--- src/rtl/image_link_pkg.sv ---
// Shared definitions for the robot image link (sender and receiver sides).
// Frame = SOF marker pixel followed by NUM_PIXELS pixels, two bytes per pixel.
package image_link_pkg;

   localparam logic [11:0] SOF_MARKER     = 12'h00A;
   localparam int          NUM_PIXELS_DEF = 320 * 240;
   localparam int          BAUD_RATE_DEF  = 115200;
   localparam int          ADDR_W         = 17;
   localparam int          PIX_W          = 12;

   typedef enum logic {
      WAIT_SOF  = 1'b0,
      RECEIVING = 1'b1
   } frame_state_t;

   typedef enum logic {
      PH_HI = 1'b0,
      PH_LO = 1'b1
   } byte_phase_t;

   // High byte carries only pixel[11:8]; any bit in the upper nibble is malformed.
   function automatic logic hi_byte_ok(input logic [7:0] b);
      return (b[7:4] == 4'h0);
   endfunction

endpackage

--- src/rtl/image_receiver_if.sv ---
// Frame-buffer write port plus frame status, driven by image_receiver.
interface image_receiver_if;
   import image_link_pkg::*;

   logic              wr_en;
   logic [ADDR_W-1:0] wr_address;
   logic [PIX_W-1:0]  wr_data;
   logic              frame_done;
   logic              frame_error;
   logic              receiving;

   modport master (
      output wr_en, wr_address, wr_data, frame_done, frame_error, receiving
   );

   modport slave (
      input wr_en, wr_address, wr_data, frame_done, frame_error, receiving
   );

endinterface

--- src/rtl/uart_rx_byte.sv ---
// 8N1 UART byte receiver: 2-FF synchroniser, mid-bit sampling, glitch-rejecting start.
// Reusable for any 8N1 link; knows nothing about the image protocol.
module uart_rx_byte #(
   parameter int CLKS_PER_BIT = 434
) (
   input  logic       clk,
   input  logic       rst_n,
   input  logic       rx,
   output logic [7:0] byte_data,
   output logic       byte_valid,
   output logic       framing_error
);

   localparam int CNT_W = (CLKS_PER_BIT > 1) ? $clog2(CLKS_PER_BIT) : 1;
   localparam logic [CNT_W-1:0] FULL_M1 = CNT_W'(CLKS_PER_BIT - 1);
   localparam logic [CNT_W-1:0] HALF_M1 = CNT_W'((CLKS_PER_BIT / 2 > 0) ? CLKS_PER_BIT / 2 - 1 : 0);

   typedef enum logic [1:0] {IDLE, START, DATA, STOP} bit_state_t;

   bit_state_t       r_state;
   logic             r_sync1, r_sync2, r_rx_d;
   logic [CNT_W-1:0] r_cnt;
   logic [2:0]       r_bit;
   logic [7:0]       r_shift;

   always_ff @(posedge clk) begin
      if (!rst_n) begin
         r_state       <= IDLE;
         r_sync1       <= 1'b1;
         r_sync2       <= 1'b1;
         r_rx_d        <= 1'b1;
         r_cnt         <= '0;
         r_bit         <= '0;
         r_shift       <= '0;
         byte_valid    <= 1'b0;
         framing_error <= 1'b0;
      end else begin
         r_sync1       <= rx;
         r_sync2       <= r_sync1;
         r_rx_d        <= r_sync2;
         byte_valid    <= 1'b0;
         framing_error <= 1'b0;
         case (r_state)
            IDLE: begin
               if (r_rx_d && !r_sync2) begin
                  r_state <= START;
                  r_cnt   <= '0;
               end
            end
            // A low pulse shorter than half a bit is treated as noise.
            START: begin
               if (r_cnt == HALF_M1) begin
                  r_cnt   <= '0;
                  r_bit   <= '0;
                  r_state <= r_sync2 ? IDLE : DATA;
               end else begin
                  r_cnt <= r_cnt + 1'b1;
               end
            end
            DATA: begin
               if (r_cnt == FULL_M1) begin
                  r_cnt   <= '0;
                  r_shift <= {r_sync2, r_shift[7:1]};
                  r_bit   <= r_bit + 3'd1;
                  if (r_bit == 3'd7) r_state <= STOP;
               end else begin
                  r_cnt <= r_cnt + 1'b1;
               end
            end
            STOP: begin
               if (r_cnt == FULL_M1) begin
                  r_cnt   <= '0;
                  r_state <= IDLE;
                  if (r_sync2) byte_valid    <= 1'b1;
                  else         framing_error <= 1'b1;
               end else begin
                  r_cnt <= r_cnt + 1'b1;
               end
            end
            default: r_state <= IDLE;
         endcase
      end
   end

   assign byte_data = r_shift;

endmodule

--- src/rtl/image_receiver.sv ---
// Image stream receiver: bytes -> RGB444 pixels -> frame-buffer writes after an SOF marker.
// Aborts the frame on framing error, malformed high byte or inter-byte timeout.
module image_receiver
   import image_link_pkg::*;
#(
   parameter int          CLK_FREQ     = 50_000_000,
   parameter int          BAUD_RATE    = BAUD_RATE_DEF,
   parameter int          NUM_PIXELS   = NUM_PIXELS_DEF,
   parameter logic [11:0] SOF_PIXEL    = SOF_MARKER,
   parameter int          TIMEOUT_CLKS = 5_000_000
) (
   input  logic             clk,
   input  logic             rst_n,
   input  logic             uart_in,
   image_receiver_if.master bus
);

   localparam int CLKS_PER_BIT = CLK_FREQ / BAUD_RATE;
   localparam int IDLE_W       = $clog2(TIMEOUT_CLKS + 1);
   localparam logic [ADDR_W-1:0] LAST_ADDR = ADDR_W'(NUM_PIXELS - 1);
   localparam logic [IDLE_W-1:0] IDLE_MAX  = IDLE_W'(TIMEOUT_CLKS);

   logic [7:0]       w_byte_data;
   logic             w_byte_valid;
   logic             w_framing_error;
   logic [PIX_W-1:0] w_pixel;
   logic             w_rx;
   logic             w_timeout;

   frame_state_t      r_state;
   byte_phase_t       r_phase;
   logic [3:0]        r_hi;
   logic [ADDR_W-1:0] r_pix_cnt;
   logic [IDLE_W-1:0] r_idle;
   logic              r_wr_en;
   logic [ADDR_W-1:0] r_wr_addr;
   logic [PIX_W-1:0]  r_wr_data;
   logic              r_frame_done;
   logic              r_frame_error;
   logic              r_done_pend;

   uart_rx_byte #(.CLKS_PER_BIT(CLKS_PER_BIT)) u_rx (
      .clk           (clk),
      .rst_n         (rst_n),
      .rx            (uart_in),
      .byte_data     (w_byte_data),
      .byte_valid    (w_byte_valid),
      .framing_error (w_framing_error)
   );

   assign w_pixel   = {r_hi, w_byte_data};
   assign w_rx      = (r_state == RECEIVING);
   assign w_timeout = w_rx && (r_idle == IDLE_MAX);

   always_ff @(posedge clk) begin
      if (!rst_n) begin
         r_state       <= WAIT_SOF;
         r_phase       <= PH_HI;
         r_hi          <= '0;
         r_pix_cnt     <= '0;
         r_idle        <= '0;
         r_wr_en       <= 1'b0;
         r_wr_addr     <= '0;
         r_wr_data     <= '0;
         r_frame_done  <= 1'b0;
         r_frame_error <= 1'b0;
         r_done_pend   <= 1'b0;
      end else begin
         r_wr_en       <= 1'b0;
         r_frame_error <= 1'b0;
         r_frame_done  <= r_done_pend;
         r_done_pend   <= 1'b0;
         // A byte arriving on the timeout cycle wins: the timer simply restarts.
         if (w_byte_valid || !w_rx || w_timeout) r_idle <= '0;
         else                                    r_idle <= r_idle + 1'b1;

         if (w_framing_error) begin
            if (w_rx) begin
               r_frame_error <= 1'b1;
               r_state       <= WAIT_SOF;
               r_phase       <= PH_HI;
               r_pix_cnt     <= '0;
            end
         end else if (w_byte_valid) begin
            if (r_phase == PH_HI) begin
               // A malformed high byte keeps the phase at HI so the next byte resyncs.
               if (hi_byte_ok(w_byte_data)) begin
                  r_hi    <= w_byte_data[3:0];
                  r_phase <= PH_LO;
               end else if (w_rx) begin
                  r_frame_error <= 1'b1;
                  r_state       <= WAIT_SOF;
                  r_pix_cnt     <= '0;
               end
            end else begin
               r_phase <= PH_HI;
               if (!w_rx) begin
                  if (w_pixel == SOF_PIXEL) begin
                     r_state   <= RECEIVING;
                     r_pix_cnt <= '0;
                  end
               end else begin
                  r_wr_en   <= 1'b1;
                  r_wr_addr <= r_pix_cnt;
                  r_wr_data <= w_pixel;
                  if (r_pix_cnt == LAST_ADDR) begin
                     r_pix_cnt   <= '0;
                     r_state     <= WAIT_SOF;
                     r_done_pend <= 1'b1;
                  end else begin
                     r_pix_cnt <= r_pix_cnt + 1'b1;
                  end
               end
            end
         end else if (w_timeout) begin
            r_frame_error <= 1'b1;
            r_state       <= WAIT_SOF;
            r_phase       <= PH_HI;
            r_pix_cnt     <= '0;
         end
      end
   end

   assign bus.wr_en       = r_wr_en;
   assign bus.wr_address  = r_wr_addr;
   assign bus.wr_data     = r_wr_data;
   assign bus.frame_done  = r_frame_done;
   assign bus.frame_error = r_frame_error;
   assign bus.receiving   = w_rx;

endmodule
--- src/flat_wrapper.sv ---
// flat-port wrapper written by rule: the top's interface ports become plain ports
module image_receiver_flat import image_link_pkg::*;
#(
   parameter int          CLK_FREQ     = 50_000_000,
   parameter int          BAUD_RATE    = BAUD_RATE_DEF,
   parameter int          NUM_PIXELS   = NUM_PIXELS_DEF,
   parameter logic [11:0] SOF_PIXEL    = SOF_MARKER,
   parameter int          TIMEOUT_CLKS = 5_000_000
)
  (clk, rst_n, uart_in, bus_wr_en, bus_wr_address, bus_wr_data, bus_frame_done, bus_frame_error, bus_receiving);
  image_receiver_if bus_i ();
  input  logic clk;
  input  logic rst_n;
  input  logic uart_in;
  output wire logic [$bits(bus_i.wr_en)-1:0] bus_wr_en;
  output wire logic [$bits(bus_i.wr_address)-1:0] bus_wr_address;
  output wire logic [$bits(bus_i.wr_data)-1:0] bus_wr_data;
  output wire logic [$bits(bus_i.frame_done)-1:0] bus_frame_done;
  output wire logic [$bits(bus_i.frame_error)-1:0] bus_frame_error;
  output wire logic [$bits(bus_i.receiving)-1:0] bus_receiving;
  assign bus_wr_en = bus_i.wr_en;
  assign bus_wr_address = bus_i.wr_address;
  assign bus_wr_data = bus_i.wr_data;
  assign bus_frame_done = bus_i.frame_done;
  assign bus_frame_error = bus_i.frame_error;
  assign bus_receiving = bus_i.receiving;
  image_receiver #(.CLK_FREQ(CLK_FREQ), .BAUD_RATE(BAUD_RATE), .NUM_PIXELS(NUM_PIXELS), .SOF_PIXEL(SOF_PIXEL), .TIMEOUT_CLKS(TIMEOUT_CLKS)) u_core (.clk(clk), .rst_n(rst_n), .uart_in(uart_in), .bus(bus_i));
endmodule
--- config.mk ---
export PLATFORM = sky130hd
export DESIGN_NAME = image_receiver_flat
export DESIGN_NICKNAME = d
export VERILOG_FILES = /design/src/rtl/image_link_pkg.sv /design/src/rtl/image_receiver_if.sv /design/src/rtl/uart_rx_byte.sv /design/src/rtl/image_receiver.sv /design/src/flat_wrapper.sv
export SDC_FILE = /design/constraint.sdc
export NUM_CORES = 1
export LEC_CHECK = 0
export CAP_MARGIN = 20
export CORE_ASPECT_RATIO = 1.75
export CORE_MARGIN = 1.5
export CORE_UTILIZATION = 45
export DETAILED_ROUTE_END_ITERATION = 6
export GPL_TIMING_DRIVEN = 1
export PLACE_DENSITY = 0.64
export REMOVE_ABC_BUFFERS = 1
export SYNTH_ARGS = -nofsm -noshare
export SYNTH_HDL_FRONTEND = slang
export SYNTH_SLANG_ARGS = --single-unit
--- constraint.sdc ---
create_clock -name clk -period 6.6 [get_ports clk]
set_clock_uncertainty 0.15 [all_clocks]
set_input_delay 1.32 -clock clk [delete_from_list [all_inputs] [get_ports clk]]
set_output_delay 1.32 -clock clk [all_outputs]
set_load 0.05 [all_outputs]
==> results of run 1 <==
synth_stat cells, types with 13 or more instances:
| cell type | n | share of area |
|---|---|---|
| dfxtp_1 | 106 | 0.46 |
| nand2_1 | 87 | 0.070 |
| nor2_1 | 58 | 0.047 |
| a21oi_1 | 42 | 0.045 |
| inv_1 | 29 | 0.023 |
| nand3_1 | 24 | 0.026 |
| o21ai_0 | 24 | 0.026 |
| clkbuf_1 | 16 | 0.013 |
| mux2i_1 | 15 | 0.032 |
| nand4_1 | 13 | 0.018 |
| nor4_1 | 13 | 0.018 |
| xor2_1 | 13 | 0.025 |
final timing paths:
kind                                      end  depth (start not counted)  slack (ns)
min reg2reg    u_core.u_rx.r_sync2$_SDFF_PN1_                          1        0.26
min            u_core.u_rx.r_sync2$_SDFF_PN1_                          1        0.26
max          u_core.r_pix_cnt[7]$_SDFFE_PN0P_                          5        3.10
max reg2reg  u_core.r_pix_cnt[7]$_SDFFE_PN0P_                          6        3.69
area by class of cell:
class                   instances  area (um2)  share of cell area
clock inverters                 4        26.3             0.00490
clock buffers                  12         246              0.0460
flip-flops and latches        106        2120               0.396
multi-input cells             394        2300               0.429
inverters                      29         109              0.0203
well taps                     125         156              0.0292
repair buffers                 39         400              0.0747
metrics by stage:
step	util	std cells	setup WS (ns)	instance area [um2]
3_5_place_dp	0.511	693	2.81	5090
4_1_cts	0.538	709	3.14	5360
2_1_floorplan	-	529	3.77	4530
6_report	0.538	709	3.10	5360
5_1_grt	0.538	709	2.89	5360
3_3_place_gp	0.508	692	2.86	5060
power groups by stage:
stage	clock [mW]	sequential, mW	combinational (mW)
detailed placement	0	0.658	0.0274
CTS	0.511	0.644	0.0278
finish	0.498	0.644	0.0274
global placement	0	0.658	0.0267
floorplan	0	0.658	0.0175
global route	0.536	0.644	0.0305
cells by family after synthesis:
kind of cell | Yosys count | synth area share
AND/OR/NAND/NOR | 249 | 0.262
flip-flops | 106 | 0.457
AO/OA/AOI/OAI | 98 | 0.134
buffers and inverters | 52 | 0.0490
XOR/XNOR | 24 | 0.0452
multiplexers | 15 | 0.0323
adder cells (fa/ha/maj) | 8 | 0.0215
state kept, by name (all words and copies together) (netlist names), 3 cells and up, named ones only:
signal	cells
u_core.u_rx.r_bit	3
u_core.u_rx.byte_data	8
u_core.r_idle	23
u_core.r_pix_cnt	17
u_core.bus.wr_address	17
u_core.bus.wr_data	12
u_core.r_hi	4
u_core.u_rx.r_cnt	9
layer usage:
| metal | up-vias | share of wire |
|---|---|---|
| li1 | 1969 | - |
| met2 | 58 | 0.55 |
| met3 | 18 | 0.025 |
| met4 | 0 | 0.025 |
| met5 | - | 0 |
| met1 | 1834 | 0.40 |
==> results.sh, run 1 <==
export IMPL_status="finished clean"
export IMPL_start_util=0.466
export IMPL_min_from="u_core.u_rx.r_sync1$_SDFF_PN1_"
export IMPL_drt_iter0_markers=177
export IMPL_worst_path_buf_inv=1
export IMPL_worstMarginPinSlew_ns=0.988
export IMPL_rsz0062_at_grt="no"
export IMPL_num_rows=48
export IMPL_fillers=998
export IMPL_netlist_instances=552
export IMPL_yosysWarningCount=0
export IMPL_power_mw=1.17
export IMPL_ant_nets=0
export IMPL_power_density_mw_per_mm2=218
export IMPL_fmax_ghz=0.286
export IMPL_critical_path_class="primary input to register"
export IMPL_die_x_um=79.8
export IMPL_switching_share=0.217
export IMPL_gr_total_overflow=0
export IMPL_met3_usage=0.0331
export IMPL_synth_async_sr_flop_share=0
export IMPL_grt_pass1_vias=3768
export IMPL_drc=0
export IMPL_routed_via_density=5.47
export IMPL_postCtsSetupRepairBufs=0
export IMPL_hp_class="register to register"
export IMPL_synth_seq_cells=106
export IMPL_cp_slowest_stage_delay_ns=0.91
export IMPL_diodes=0
export IMPL_setup_viol=0
export IMPL_cts_buffers=9
export IMPL_core_area_mm2=0.00997
export IMPL_critical_path_max_fanout=15
export IMPL_crit_start="rst_n"
export IMPL_final_max_slew_viol_count=0
export IMPL_cp_slowest_cell="clkdlybuf4s50_1"
export IMPL_ys_seq_area_frac=0.457
export IMPL_grtUsageMet2=0.370
export IMPL_drt_wl_total_mm=9.87
export IMPL_cp_arrival_ns=3.63
export IMPL_die_y_um=137
export IMPL_clockBufferDepth=2
export IMPL_whs_ns=0.259
export IMPL_cts_htree_levels=3
export IMPL_cts_resized=0
export IMPL_fin_nets=590
export IMPL_critPathMostFrequentCell="o21ai_0"
export IMPL_period_needed_ns=3.50
export IMPL_endpoint_kind="register"
export IMPL_vias=3879
export IMPL_r2r_start="u_core.bus.receiving$_SDFFE_PP0P_"
export IMPL_grt_use_total=0.194
export IMPL_peakVddDrop_mv=0.170
export IMPL_worst_skew_pair_late_latency_ns=0.35
export IMPL_p_leak_nw=1.78
export IMPL_combPwrFrac=0.023
export IMPL_io_buffers=35
export IMPL_power_frac_seq=0.551
export IMPL_dp_hpwl_mm=7.02
export IMPL_cts_tree="built"
export IMPL_avgSynthCellArea_um2=8.42
export IMPL_first_pass_iters=4
export IMPL_dieArea_mm2=0.0110
export IMPL_finalHoldViolCount=0
export IMPL_cp_data_required_time_ns=6.73
export IMPL_ys_types=59
export IMPL_ioPinCount=36
export IMPL_grt_pass1_wl_mm=16.7
export IMPL_clockPowerShare=0.426
export IMPL_grt_busiest_layer="met2"
export IMPL_p_int_mw=0.916
export IMPL_p_sw_mw=0.254
export IMPL_cap_violations=0
export IMPL_antenna_found_initial=0
export IMPL_holdBufCountCts=0
export IMPL_final_cell_mix="106 x dfxtp_1, 87 x nand2_1, 58 x nor2_1, 42 x a21oi_1, 35 x clkdlybuf4s50_1"
export IMPL_clk_pin_slew_ns=0.07
export IMPL_grt_start_max_net_pins=56
export IMPL_crit_family="compound AO/OA/AOI/OAI gates"
export IMPL_layout_commonest_cell="dfxtp_1"
export IMPL_synth_area_mm2=0.00465
export IMPL_synthFlopType="dfxtp_1"
export IMPL_avgRoutedWirePerCell_um=13.9
export IMPL_use_met1=0.197
export IMPL_fin_tns_setup_ns=0
export IMPL_cp_start_kind="primary input"
export IMPL_cts_num_sinks=106
export IMPL_gp_congestion=0.874
export IMPL_fin_crit_sh=0.530
export IMPL_ctsRootBufferMaster="clkbuf_16"
export IMPL_drive_gt1_frac=0.0497
export IMPL_syn2layout_area_growth_pct=15.4
export IMPL_max_slew_margin_rel=0.342
export IMPL_cp_cell_sequence="clkdlybuf4s50_1, nand2_1, a21oi_1, o21ai_0, o21ai_0"
export IMPL_synth_edf_count=0
Power figures use the tool's default switching activity.
==> run 2: changes to the inputs <==
- clock period: 6.6 -> 3.5 ns (I/O delays scaled with it)
==> results.sh, run 2 (synthesized netlist as in run 1, its figures left out) <==
export IMPL_critical_path_max_fanout=10
export IMPL_fmax_ghz=0.383
export IMPL_worst_skew_pair_late_latency_ns=0.35
export IMPL_crit_family="buffers and inverters"
export IMPL_endpoint_kind="output port"
export IMPL_ctsRootBufferMaster="clkbuf_16"
export IMPL_power_density_mw_per_mm2=418
export IMPL_cp_slowest_stage_delay_ns=0.88
export IMPL_cp_slowest_cell="clkdlybuf4s50_1"
export IMPL_io_buffers=35
export IMPL_avgRoutedWirePerCell_um=14.0
export IMPL_drt_wl_total_mm=10.0
export IMPL_final_util=0.541
export IMPL_vias=3888
export IMPL_postCtsSetupRepairBufs=0
export IMPL_hold_depth=1
export IMPL_layout_commonest_cell="dfxtp_1"
export IMPL_cp_data_required_time_ns=2.65
export IMPL_worstMarginPinSlew_ns=0.730
export IMPL_period_needed_ns=2.61
export IMPL_cts_tree="built"
export IMPL_grt_pass1_vias=3777
export IMPL_drc=0
export IMPL_cp_depth=1
export IMPL_peakVddDrop_mv=0.247
export IMPL_fin_crit_sh=0.747
export IMPL_grt_use_total=0.201
export IMPL_max_slew_margin_rel=0.509
export IMPL_ioPinCount=36
export IMPL_largest_reg_flops=23
export IMPL_die_x_um=79.8
export IMPL_holdBufCountCts=0
export IMPL_cp_start_kind="register"
export IMPL_finalHoldViolCount=0
export IMPL_worst_path_buf_inv=1
export IMPL_top_register="u_core.r_idle"
export IMPL_clk_pin_slew_ns=0.07
export IMPL_fin_nets=593
export IMPL_clockBufferDepth=2
export IMPL_power_mw=2.25
export IMPL_final_cell_mix="106 x dfxtp_1, 87 x nand2_1, 58 x nor2_1, 42 x a21oi_1, 35 x clkdlybuf4s50_1"
export IMPL_cts_buffers=9
export IMPL_final_max_slew_viol_count=0
export IMPL_fin_tns_setup_ns=0
export IMPL_grt_start_max_net_pins=41
export IMPL_antenna_found_initial=0
export IMPL_rsz0062_at_grt="no"
export IMPL_grt_pass1_wl_mm=17.2
export IMPL_start_util=0.466
export IMPL_place_area_mm2=0.00510
export IMPL_setup_viol=0
export IMPL_gr_total_overflow=0
export IMPL_cts_htree_levels=3
export IMPL_dieArea_mm2=0.0110
export IMPL_drive_gt1_frac=0.0545
export IMPL_cts_num_sinks=106
export IMPL_first_pass_iters=4
export IMPL_drt_iter0_markers=163
export IMPL_cp_cell_sequence="clkdlybuf4s50_1"
export IMPL_syn2layout_area_growth_pct=16.1
export IMPL_reg2reg_depth=5
export IMPL_cp_arrival_ns=1.76
export IMPL_status="finished clean"
export IMPL_final_area_mm2=0.00539
export IMPL_diodes=0
export IMPL_num_rows=48
export IMPL_routed_via_density=5.46
export IMPL_ant_nets=0
export IMPL_cap_violations=0
export IMPL_dp_hpwl_mm=7.14
export IMPL_critical_path_class="register to output port"
export IMPL_core_area_mm2=0.00997
export IMPL_die_y_um=137
export IMPL_gp_congestion=0.846
export IMPL_cts_resized=0
export IMPL_p_leak_nw=1.80
export IMPL_hp_class="register to register"
-- run 2: path summary, 6_finish.rpt --
check / start / slack (ns) / endpoint
worst max-delay path: u_core.bus.receiving$_SDFFE_PP0P_ / 0.89 / bus_receiving
worst min-delay path: u_core.u_rx.r_sync1$_SDFF_PN1_ / 0.26 / u_core.u_rx.r_sync2$_SDFF_PN1_
worst max register to register: u_core.r_idle[11]$_SDFF_PP0_ / 0.99 / u_core.r_pix_cnt[5]$_SDFFE_PN0P_
worst min register to register: u_core.u_rx.r_sync1$_SDFF_PN1_ / 0.26 / u_core.u_rx.r_sync2$_SDFF_PN1_
-- run 2: cell type report --
| type | count | area [um2] |
|---|---|---|
| Tap cell | 125 | 156 |
| Fill cell | 960 | 4580 |
| Clock buffer | 11 | 233 |
| Inverter | 29 | 109 |
| Timing Repair Buffer | 42 | 415 |
| Sequential cell | 106 | 2120 |
| Clock inverter | 5 | 55.1 |
| Multi-Input combinational cell | 394 | 2300 |
-- run 2: routing by layer --
metal  vias up  part of all wire  track usage
met5         -                 0            0
met4         0             0.024       0.0862
met3        18             0.027       0.0411
li1       1982                 -            -
met2        62              0.54        0.369
met1      1826              0.40        0.219
-- run 2: power breakdown --
group	total (mW)	internal [mW]	switching (mW)
registers	1.21	1.21	0.00498
logic	0.0545	0.0171	0.0374
clock network	0.986	0.553	0.434
total	2.25	1.78	0.476
-- run 2: per-stage QoR --
step | setup WS [ns] | std cells | hold slack (ns)
after floorplan | 0.674 | 529 | 0.236
after global placement | 1.08 | 696 | 0.240
after detailed placement | 1.05 | 696 | 0.242
after CTS | 0.876 | 712 | 0.257
after global routing | 0.820 | 712 | 0.295
final | 0.886 | 712 | 0.257
==> run 3: changes to the inputs <==
- clock period: 3.5 -> 2.5 ns (I/O delays scaled with it)
==> results.sh, run 3 (synthesized netlist as in run 1, its figures left out) <==
export IMPL_ant_nets=0
export IMPL_holdBufCountCts=0
export IMPL_peakVddDrop_mv=0.360
export IMPL_antenna_found_initial=0
export IMPL_layout_commonest_cell="dfxtp_1"
export IMPL_whs_ns=0.258
export IMPL_cap_violations=0
export IMPL_start_util=0.466
export IMPL_diodes=0
export IMPL_drt_iter0_markers=197
export IMPL_postCtsSetupRepairBufs=0
export IMPL_num_rows=48
export IMPL_largest_reg_flops=23
export IMPL_grt_start_max_net_pins=39
export IMPL_grt_pass1_wl_mm=17.0
export IMPL_finalWorstSetupSlack_ns=0.217
export IMPL_drt_wl_total_mm=10.1
export IMPL_fin_crit_sh=0.913
export IMPL_worstMarginPinSlew_ns=0.613
export IMPL_cp_arrival_ns=2.38
export IMPL_syn2layout_area_growth_pct=17.9
export IMPL_fin_nets=601
export IMPL_ioPinCount=36
export IMPL_worst_skew_pair_late_latency_ns=0.35
export IMPL_ctsRootBufferMaster="clkbuf_16"
export IMPL_rsz0062_at_grt="no"
export IMPL_grt_use_total=0.197
export IMPL_cp_data_required_time_ns=2.60
export IMPL_first_pass_iters=4
export IMPL_power_density_mw_per_mm2=590
export IMPL_die_x_um=79.8
export IMPL_dp_cells=704
export IMPL_cp_start_kind="register"
export IMPL_routed_via_density=5.44
export IMPL_clockBufferDepth=2
export IMPL_final_cell_mix="106 x dfxtp_1, 87 x nand2_1, 58 x nor2_1, 41 x a21oi_1, 35 x clkdlybuf4s50_1"
export IMPL_setup_viol=0
export IMPL_hp_class="register to register"
export IMPL_fin_tns_setup_ns=0
export IMPL_p_leak_nw=1.85
export IMPL_cts_num_sinks=106
export IMPL_gp_congestion=0.866
export IMPL_drive_gt1_frac=0.0723
export IMPL_io_buffers=35
export IMPL_dp_hpwl_mm=7.18
export IMPL_cts_tree="built"
export IMPL_core_area_mm2=0.00997
export IMPL_status="finished clean"
export IMPL_max_slew_margin_rel=0.588
export IMPL_final_max_slew_viol_count=0
export IMPL_gr_total_overflow=0
export IMPL_clk_pin_slew_ns=0.07
export IMPL_dp_slack_ns=0.0709
export IMPL_endpoint_kind="register"
export IMPL_avgRoutedWirePerCell_um=14.0
export IMPL_final_cells=720
export IMPL_drc=0
export IMPL_cts_htree_levels=3
export IMPL_top_register="u_core.r_idle"
export IMPL_finalHoldViolCount=0
export IMPL_dieArea_mm2=0.0110
export IMPL_cts_buffers=9
export IMPL_critical_path_max_fanout=7
export IMPL_die_y_um=137
export IMPL_critical_path_class="register to register"
export IMPL_fmax_ghz=0.438
export IMPL_cts_resized=0
export IMPL_vias=3919
export IMPL_grt_pass1_vias=3791
export IMPL_period_needed_ns=2.28
export IMPL_reg2reg_slack_ns=0.22
-- run 3: final timing paths --
path | cells after the start | from | endpoint
worst max-delay path | 5 | u_core.r_idle[2]$_SDFF_PP0_ | u_core.r_pix_cnt[1]$_SDFFE_PN0P_
worst min-delay path | 1 | u_core.u_rx.r_sync1$_SDFF_PN1_ | u_core.u_rx.r_sync2$_SDFF_PN1_
worst max register to register | 5 | u_core.r_idle[2]$_SDFF_PP0_ | u_core.r_pix_cnt[1]$_SDFFE_PN0P_
worst min register to register | 1 | u_core.u_rx.r_sync1$_SDFF_PN1_ | u_core.u_rx.r_sync2$_SDFF_PN1_
-- run 3: critical path, cell delays in order, from the launching register on --
cell	delay, ns
dfxtp_1	0.37
nor4_1	0.36
nand4_1	0.23
o211a_1	0.34
or3_1	0.45
a32o_2	0.28
-- run 3: cell type report --
type / count / area [um2]
clock buffers: 10 / 239
clock inverters: 6 / 71.3
fillers: 948 / 4490
inverters: 29 / 109
multi-input cells: 394 / 2310
flip-flops and latches: 106 / 2120
well taps: 125 / 156
repair buffers: 50 / 475
-- run 3: per-stage QoR --
step / utilization / power, mW / area (um2)
floorplan: - / 1.78 / 4530
global placement: 0.518 / 1.82 / 5160
detailed placement: 0.518 / 1.82 / 5160
CTS: 0.549 / 3.26 / 5480
global route: 0.550 / 3.35 / 5480
finish: 0.550 / 3.23 / 5480
-- run 3: power breakdown --
part | leakage (nW) | internal (mW) | switching (mW)
clock | 0.146 | 0.813 | 0.642
sequential | 0.854 | 1.69 | 0.00671
combinational | 0.851 | 0.0258 | 0.0538
-- run 3: per-layer routing --
| metal | global-route usage | vias up | wire length [um] |
|---|---|---|---|
| met5 | 0 | - | 0 |
| met1 | 0.206 | 1827 | 4040 |
| met4 | 0.108 | 0 | 361 |
| li1 | - | 1990 | - |
| met3 | 0.0397 | 29 | 317 |
| met2 | 0.362 | 73 | 5380 |
